$ cat config.mk
export PLATFORM = sky130hd
export DESIGN_NAME = fifo_packet_reader
export DESIGN_NICKNAME = d
export VERILOG_FILES = /design/src/rtl/fifo_packet_reader.sv
export SDC_FILE = /design/constraint.sdc
export NUM_CORES = 1
export LEC_CHECK = 0
export CAP_MARGIN = 20
export CORE_ASPECT_RATIO = 2
export CORE_UTILIZATION = 45
export DETAILED_ROUTE_END_ITERATION = 12
export PLACE_DENSITY = 0.69
export RECOVER_POWER = 25
export SYNTH_ARGS = -nofsm -noshare
export SYNTH_HDL_FRONTEND = slang
export SYNTH_SLANG_ARGS = --single-unit
$ cat constraint.sdc
create_clock -name clock -period 6.21 [get_ports clock]
set_input_delay 1.242 -clock clock [delete_from_list [all_inputs] [get_ports clock]]
set_output_delay 1.242 -clock clock [all_outputs]
set_load 0.1 [all_outputs]
$ cat src/rtl/fifo_packet_reader.sv
// Reads length-prefixed packets from a registered-output synchronous FIFO and
// streams the payload through a 2-entry buffer with valid/ready handshaking.
module fifo_packet_reader #(
    parameter int DATA_WIDTH       = 16,
    parameter int MAX_PACKET_WORDS = 1024
) (
    input  logic                  clock,
    input  logic                  reset,
    input  logic                  fifo_empty,
    input  logic [DATA_WIDTH-1:0] fifo_read_data,
    output logic                  fifo_read_enable,
    output logic [DATA_WIDTH-1:0] out_data,
    output logic                  out_valid,
    output logic                  out_last,
    input  logic                  out_ready,
    output logic                  length_error,
    output logic [15:0]           packet_count
);

    typedef enum logic [1:0] {IDLE, HDR_WAIT, PAYLOAD} state_t;

    localparam logic [DATA_WIDTH-1:0] MAX_LEN = DATA_WIDTH'(MAX_PACKET_WORDS);
    localparam logic [DATA_WIDTH-1:0] ONE     = DATA_WIDTH'(1);

    state_t                  state_reg, state_next;
    logic                    pending_reg;
    logic                    pending_hdr_reg;
    logic [DATA_WIDTH-1:0]   issue_reg, issue_next;
    logic [DATA_WIDTH-1:0]   deliver_reg;
    logic [1:0]              occ_reg;
    logic [DATA_WIDTH-1:0]   buf_data_reg [2];
    logic                    buf_last_reg [2];
    logic                    length_error_reg;
    logic [15:0]             packet_count_reg;

    logic                    rd_en, rd_hdr, deliver_load, hdr_bad;
    logic                    head_valid, pop, wr, space_ok;
    logic [1:0]              occ_after;
    logic [2:0]              fill;

    assign head_valid = (occ_reg != 2'd0);
    assign out_valid  = head_valid && !reset;
    assign out_data   = out_valid ? buf_data_reg[0] : '0;
    assign out_last   = out_valid && buf_last_reg[0];
    assign pop        = out_valid && out_ready;
    assign wr         = pending_reg && !pending_hdr_reg;

    // Space is judged after this cycle's pop so a draining buffer sustains one read per cycle.
    assign occ_after = occ_reg - {1'b0, pop};
    assign fill      = {1'b0, occ_after} + {2'b00, pending_reg};
    assign space_ok  = (fill < 3'd2);

    assign fifo_read_enable = rd_en && !reset;
    assign length_error     = length_error_reg && !reset;
    assign packet_count     = packet_count_reg;

    always_comb begin
        state_next   = state_reg;
        rd_en        = 1'b0;
        rd_hdr       = 1'b0;
        issue_next   = issue_reg;
        deliver_load = 1'b0;
        hdr_bad      = 1'b0;
        case (state_reg)
            IDLE: begin
                if (!pending_reg && !fifo_empty) begin
                    rd_en      = 1'b1;
                    rd_hdr     = 1'b1;
                    state_next = HDR_WAIT;
                end
            end
            HDR_WAIT: begin
                if (pending_reg && pending_hdr_reg) begin
                    if (fifo_read_data != '0 && fifo_read_data <= MAX_LEN) begin
                        issue_next   = fifo_read_data;
                        deliver_load = 1'b1;
                        state_next   = PAYLOAD;
                    end else begin
                        hdr_bad    = 1'b1;
                        state_next = IDLE;
                    end
                end
            end
            PAYLOAD: begin
                if (issue_reg != '0 && !fifo_empty && space_ok) begin
                    rd_en      = 1'b1;
                    issue_next = issue_reg - ONE;
                    if (issue_reg == ONE) begin
                        state_next = IDLE;
                    end
                end
            end
            default: state_next = IDLE;
        endcase
    end

    always_ff @(posedge clock) begin
        if (reset) begin
            state_reg        <= IDLE;
            pending_reg      <= 1'b0;
            pending_hdr_reg  <= 1'b0;
            issue_reg        <= '0;
            deliver_reg      <= '0;
            occ_reg          <= 2'd0;
            length_error_reg <= 1'b0;
            packet_count_reg <= 16'd0;
        end else begin
            state_reg        <= state_next;
            pending_reg      <= fifo_read_enable;
            pending_hdr_reg  <= rd_hdr;
            issue_reg        <= issue_next;
            length_error_reg <= hdr_bad;
            occ_reg          <= occ_after + {1'b0, wr};
            if (deliver_load) begin
                deliver_reg <= fifo_read_data;
            end else if (wr) begin
                deliver_reg <= deliver_reg - ONE;
            end
            if (pop && buf_last_reg[0]) begin
                packet_count_reg <= packet_count_reg + 16'd1;
            end
        end
    end

    // Entry 0 is the head; a pop shifts entry 1 forward, and a write lands at occ_after.
    generate
        for (genvar gi = 0; gi < 2; gi++) begin : g_buf
            always_ff @(posedge clock) begin
                if (reset) begin
                    buf_data_reg[gi] <= '0;
                    buf_last_reg[gi] <= 1'b0;
                end else if (wr && occ_after[0] == gi[0]) begin
                    buf_data_reg[gi] <= fifo_read_data;
                    buf_last_reg[gi] <= (deliver_reg == ONE);
                end else if (pop && gi == 0) begin
                    buf_data_reg[gi] <= buf_data_reg[1];
                    buf_last_reg[gi] <= buf_last_reg[1];
                end
            end
        end
    endgenerate

endmodule

==> run_results.csv, run 1 <==
group,metric,value,unit
run_status,run_status,"finished with violations",
run_status,violations,"max-capacitance violations, max-slew violations",
timing,fin_crit_sh,0.801,
critical_path,arrival,3730,ps
routing,drcViolationCount,0,
critical_path,required,4970,ps
timing,relSlewSlack,-0.246,
timing,fin_skew,6.23,ps
routing,ant_nets,0,
job,max_cap_violations,1,
floorplanning,start_util,0.467,
power,power_frac_clock,0.432,
routing,drt_iter0_markers,202,
power,p_switching,341,uW
power,comb_power_share,0.098,
cts,post_cts_resized,0,
finish,fin_util,0.565,
critical_path,crit_type,"input port to primary output",
finish,num-nets-final,562,
floorplanning,die_w,73.2,microns
timing,fmax,201,MHz
routing,wl,11.1,mm
cts,cts_buffers,9,
floorplanning,dieArea,10600,sq um
timing,rsz0062_at_grt,"false",
power,internal-power,1.03,mW
critical_path,timing.rr.end,"buf_data_reg[1][1]",
cts,clk_pin_slew,70,ps
timing,finalSetupViolations,0,
logic_synthesis,netlist_instances,491,
logic_synthesis,synth_area,4560,sq um
logic_synthesis,async_flop_share,0,
global_routing,antenna_found_initial,0,
finish,antennaDiodeCount,0,
floorplanning,fp.dieH,144,microns
logic_synthesis,syn_nets,519,
critical_path,cp_max_fo,40,
finish,final_layout_size_suffix_gt1_frac,0.0761,
critical_path,cp-end-kind,"primary output",
timing,tns,0,ps
global_routing,grt_pass1_wl,18.1,mm
timing,slew_viol_final,41,
cts,root_buffer,"clkbuf_16",
power,p_sw_frac,0.249,
timing,tightest_slew,1870,ps
logic_synthesis,synthTopCellsByArea,"dfxtp_1, edfxtp_1, a21oi_1",
logic_synthesis,synth_top_area_share,0.241,
global_routing,grt_usage,0.227,
logic_synthesis,synth.distinct_cells,61,
power,share_seq_of_total_power,0.470,
cts,cts_setup_buffers,0,
power,leakagePower,1.97,nW
global_routing,overflow,0,
routing,vias_per_cell,5.71,
min_path,hold_path_startpoint,"issue_reg[15]",
logic_synthesis,ys_ff_latch,89,
floorplanning,ios,56,
cts,cts_sinks,89,
logic_synthesis,avgSynthCellArea,9.29,sq um
critical_path,r2r-start,"occ_reg[0]",
cts,cts-hold-fix-buffers,0,
placed_design,finalWeightedCongestion,0.864,
finish,syn2layout_area_growth,20.8,%
timing,final.min_clock_period,4980,ps
cts,cts-htree-levels,3,
finish,fillerInstances,902,
routing,vias,3831,
placed_design,hpwl,8.13,mm
logic_synthesis,yosys_warnings,0,
routing,drt_first_pass_iters,5,
global_routing,grt_max_degree,41,
critical_path,r2r_setup_slack,3370,ps
critical_path,r2r_cells,6,
routing,post_drt_wl_per_cell,16.6,microns
logic_synthesis,seq_area_frac_synth,0.465,
power,powerDensity,249,nW/um^2
min_path,holdPathEnd,"issue_reg[15]",
critical_path,start_kind,"input port",
timing,hold_viol_final,0,
finish,largest_register_ffs,32,
cts,cts_tree,"done",
min_path,hp-class,"flip-flop to flip-flop",
logic_synthesis,synth_top_area_cell,"dfxtp_1",
floorplanning,core,9760,sq um
cts,clk_path_buf_depth,2,
floorplanning,rows,51,
cts,worstSkewPairLatency,350,ps
min_path,hold_depth,2,
global_routing,first_global_vias,3772,
power,ir_worst_vdd,0.000138,V
logic_synthesis,synth_edf_count,34,
placed_design,port_buffers,55,
logic_synthesis,yosys_most_used_dff,"dfxtp_1",
==> layout by cell type (no fill, tap or decap), drive strengths merged, types with 7 or more instances in the layout <==
cell	Yosys	routed
nor2	46	46
o32ai	12	12
xnor2	9	9
dlygate4sd3	0	14
nand3	18	18
nor3	20	20
buf	7	7
and2	36	36
nand2	38	38
or3	8	8
dfxtp	55	55
a21oi	46	46
edfxtp	34	34
clkbuf	22	10
ha	8	8
a22o	17	17
nand4	9	9
clkdlybuf4s50	0	39
inv	16	18
a31oi	9	9
==> routing by layer <==
metal	global-route usage	routed length, microns	up-vias
li1	-	-	1891
met1	0.238	4130	1779
met2	0.406	6040	126
met3	0.0348	431	35
met4	0.150	512	0
met5	0	0	-
==> cell families (layout without fill, tap and decap cells) <==
kind of cell | after synthesis | in the layout | share of synthesized area
compound gates | 123 | 123 | 0.199
xor+xnor | 15 | 15 | 0.0288
fa+ha+maj | 8 | 8 | 0.0219
buf+inv | 45 | 93 | 0.0411
flops | 89 | 89 | 0.465
simple gates | 211 | 211 | 0.244
==> per-stage QoR <==
step | total power, mW | worst slack [ps] | std cells | hold slack (ps) | instance area, sq um
2_1_floorplan | 0.745 | 1240 | 491 | 438 | 4560
3_3_place_gp | 0.789 | 1640 | 654 | 467 | 5180
3_5_place_dp | 0.792 | 1590 | 654 | 467 | 5180
4_1_cts | 1.38 | 1590 | 670 | 473 | 5510
5_1_grt | 1.42 | 943 | 671 | 501 | 5510
6_report | 1.37 | 1230 | 671 | 477 | 5510
==> synth_stat cells (2+ instances only) <==
cell type and n:
nand4b_1 2, buf_4 2, o211ai_1 6, nor3b_1 2, or2_2 2, nand2_1 38
inv_1 15, a22o_1 17, o221ai_1 2, a21boi_0 2, nor3_1 18, nor4b_1 2
or3_1 8, o31ai_1 3, o32ai_2 9, dfxtp_1 55, o22ai_1 4, o311ai_0 2
nor2b_1 5, or4_1 2, xor2_1 6, a311oi_1 2, nand4_1 9, and2_1 35
buf_2 3, o21ai_0 3, nand2b_1 4, xnor2_1 9, a22oi_1 4, nor4_1 6
nor3_2 2, a31oi_1 9, clkbuf_1 22, nor2_2 2, edfxtp_1 34, o32ai_1 3
ha_1 8, a21oi_1 46, and3_1 5, nor2_1 44, nand3_1 18, a21o_1 2
==> layout make-up <==
cell class              count  area [sq um]  share of cell area
multi-input cells         357          2250               0.409
clock buffers               9           225              0.0409
flip-flops and latches     89          2120               0.385
repair buffers             61           584               0.106
inverters                  16          60.1              0.0109
clock inverters             7           103              0.0186
well taps                 132           165              0.0300
==> worst max path at each step <==
stage	from	endpoint	slack, ps	depth (start not counted)
floorplan	reset	fifo_read_enable	1240	6
global placement	reset	out_data[10]	1640	4
detailed placement	reset	out_data[11]	1590	4
CTS	reset	out_data[11]	1590	4
global route	reset	fifo_read_enable	940	6
finish	reset	fifo_read_enable	1230	6
==> worst max-delay path, cell delays in order <==
cell	delay, ps
buf_2	440
clkbuf_1	1400
nor2_1	60
nand2_1	170
o22ai_1	90
buf_4	330
==> power groups by stage <==
stage	registers (mW)	logic [mW]	clock network (mW)
after floorplan	0.654	0.0913	0
after global placement	0.657	0.132	0
after detailed placement	0.658	0.135	0
after CTS	0.645	0.135	0.603
after global routing	0.648	0.145	0.627
final	0.645	0.134	0.593
Note: power is estimated with default switching activity, not from simulation.
==> run 2, diff against run 1 <==
- clock period: 6.21 -> 5.2 ns (I/O delays scaled with it)
==> run_results.csv, run 2 (same netlist as run 1, synthesis figures left out) <==
group,metric,value,unit
run_status,run_status,"completed",
routing,drcViolationCount,0,
finish,num-nets-final,562,
timing,tightest_slew,987,ps
critical_path,crit_type,"input port to primary output",
cts,clk_pin_slew,60,ps
finish,mostFrequentLayoutCells,"dfxtp_1, a21oi_1, nor2_1",
job,max_cap_violations,0,
critical_path,required,4160,ps
critical_path,start_kind,"input port",
power,ir_worst_vdd,0.000165,V
routing,post_drt_wl_per_cell,16.5,microns
critical_path,path_cells,"dlygate4sd3_1 -> nor4b_1 -> o31ai_1 -> a211o_1 -> o22ai_1 -> buf_4",
finish,final_layout_size_suffix_gt1_frac,0.109,
global_routing,grt_pass1_wl,18.0,mm
timing,hold_viol_final,0,
power,p_total,1.52,mW
timing,fmax,252,MHz
cts,clk_path_buf_depth,2,
cts,cts_buffers,9,
cts,cts_sinks,89,
placed_design,hpwl,8.13,mm
timing,final.min_clock_period,3960,ps
finish,antennaDiodeCount,0,
critical_path,r2r_cells,7,
routing,vias,3871,
timing,slew_viol_final,0,
routing,drt_first_pass_iters,5,
critical_path,path_buf_inv,2,
cts,cts-hold-fix-buffers,0,
timing,fin_crit_sh,0.762,
cts,post_cts_resized,0,
critical_path,path_depth,6,
global_routing,overflow,0,
routing,drt_iter0_markers,232,
min_path,hold_depth,2,
finish,syn2layout_area_growth,18.5,%
critical_path,path_delay_family,"buffers and inverters",
floorplanning,start_util,0.467,
placed_design,finalWeightedCongestion,0.900,
critical_path,slowest_stage,"dlygate4sd3_1",
floorplanning,dieArea,10600,sq um
timing,finalSetupViolations,0,
cts,root_buffer,"clkbuf_16",
global_routing,first_global_vias,3702,
power,leakagePower,1.99,nW
floorplanning,fp.dieH,144,microns
finish,fin_area,5410,sq um
routing,wl,11.1,mm
routing,vias_per_cell,5.77,
placed_design,placed_area,5140,sq um
timing,fin_skew,9.14,ps
timing,tns,0,ps
timing,rsz0062_at_grt,"false",
placed_design,port_buffers,55,
min_path,hp-class,"flip-flop to flip-flop",
cts,cts_setup_buffers,0,
finish,largest_register_ffs,32,
floorplanning,rows,51,
timing,relSlewSlack,0.340,
cts,cts-htree-levels,3,
routing,ant_nets,0,
floorplanning,core,9760,sq um
critical_path,cp_max_fo,6,
critical_path,arrival,2920,ps
cts,worstSkewPairLatency,340,ps
power,powerDensity,280,nW/um^2
global_routing,grt_max_degree,40,
critical_path,cpPeakStageDelay,640,ps
critical_path,cp-end-kind,"primary output",
cts,cts_tree,"done",
global_routing,grt_usage,0.225,
floorplanning,die_w,73.2,microns
finish,layout_commonest_cell,"dfxtp_1",
floorplanning,ios,56,
global_routing,antenna_found_initial,0,
==> run 2: changes by cell type in the layout (fill, tap and decap cells not counted), sizes merged <==
cell	before	now
inv	18	16
clkinv	2	1
dlygate4sd3	14	18
buf	7	26
bufinv	2	0
clkbuf	10	11
clkdlybuf4s50	39	17
clkinvlp	1	4
==> run 2: metrics by stage <==
stage,hold slack [ps],util,cells,worst slack (ps)
after floorplan,438,-,491,632
after detailed placement,462,0.527,655,1270
final,476,0.554,671,1240
after global routing,481,0.554,671,1050
after CTS,471,0.554,671,1290
after global placement,450,0.527,655,1310
==> run 2: final timing paths <==
path	startpoint	endpoint	slack (ps)
max reg2reg	occ_reg[0]	buf_data_reg[1][8]	2570
min reg2reg	issue_reg[15]	issue_reg[15]	480
min	issue_reg[15]	issue_reg[15]	480
max	out_ready	fifo_read_enable	1240
==> run 2: routing by layer <==
metal | GRT usage | wire length [microns] | share of wire
met5 | 0 | 0 | 0
met4 | 0.125 | 394 | 0.036
met3 | 0.0293 | 349 | 0.031
met2 | 0.417 | 6120 | 0.55
met1 | 0.238 | 4210 | 0.38
==> run 2: power breakdown <==
| part | internal, mW | leakage (nW) | switching (mW) |
|---|---|---|---|
| clock | 0.322 | 0.118 | 0.264 |
| sequential | 0.753 | 0.800 | 0.0174 |
| combinational | 0.0523 | 1.07 | 0.107 |
| total | 1.13 | 1.99 | 0.389 |
==> run 2: final cells by class <==
type / instances / area [sq um]
repair buffers: 61 / 543
flip-flops and latches: 89 / 2120
inverters: 16 / 60.1
clock buffers: 11 / 233
well taps: 132 / 165
fillers: 880 / 4360
clock inverters: 5 / 32.5
multi-input cells: 357 / 2250
==> run 2: tightest hold or removal path, stage by stage (launching register included) <==
cell,delay (ps)
dfxtp_1,310
nand2_1,50
o32ai_1,60
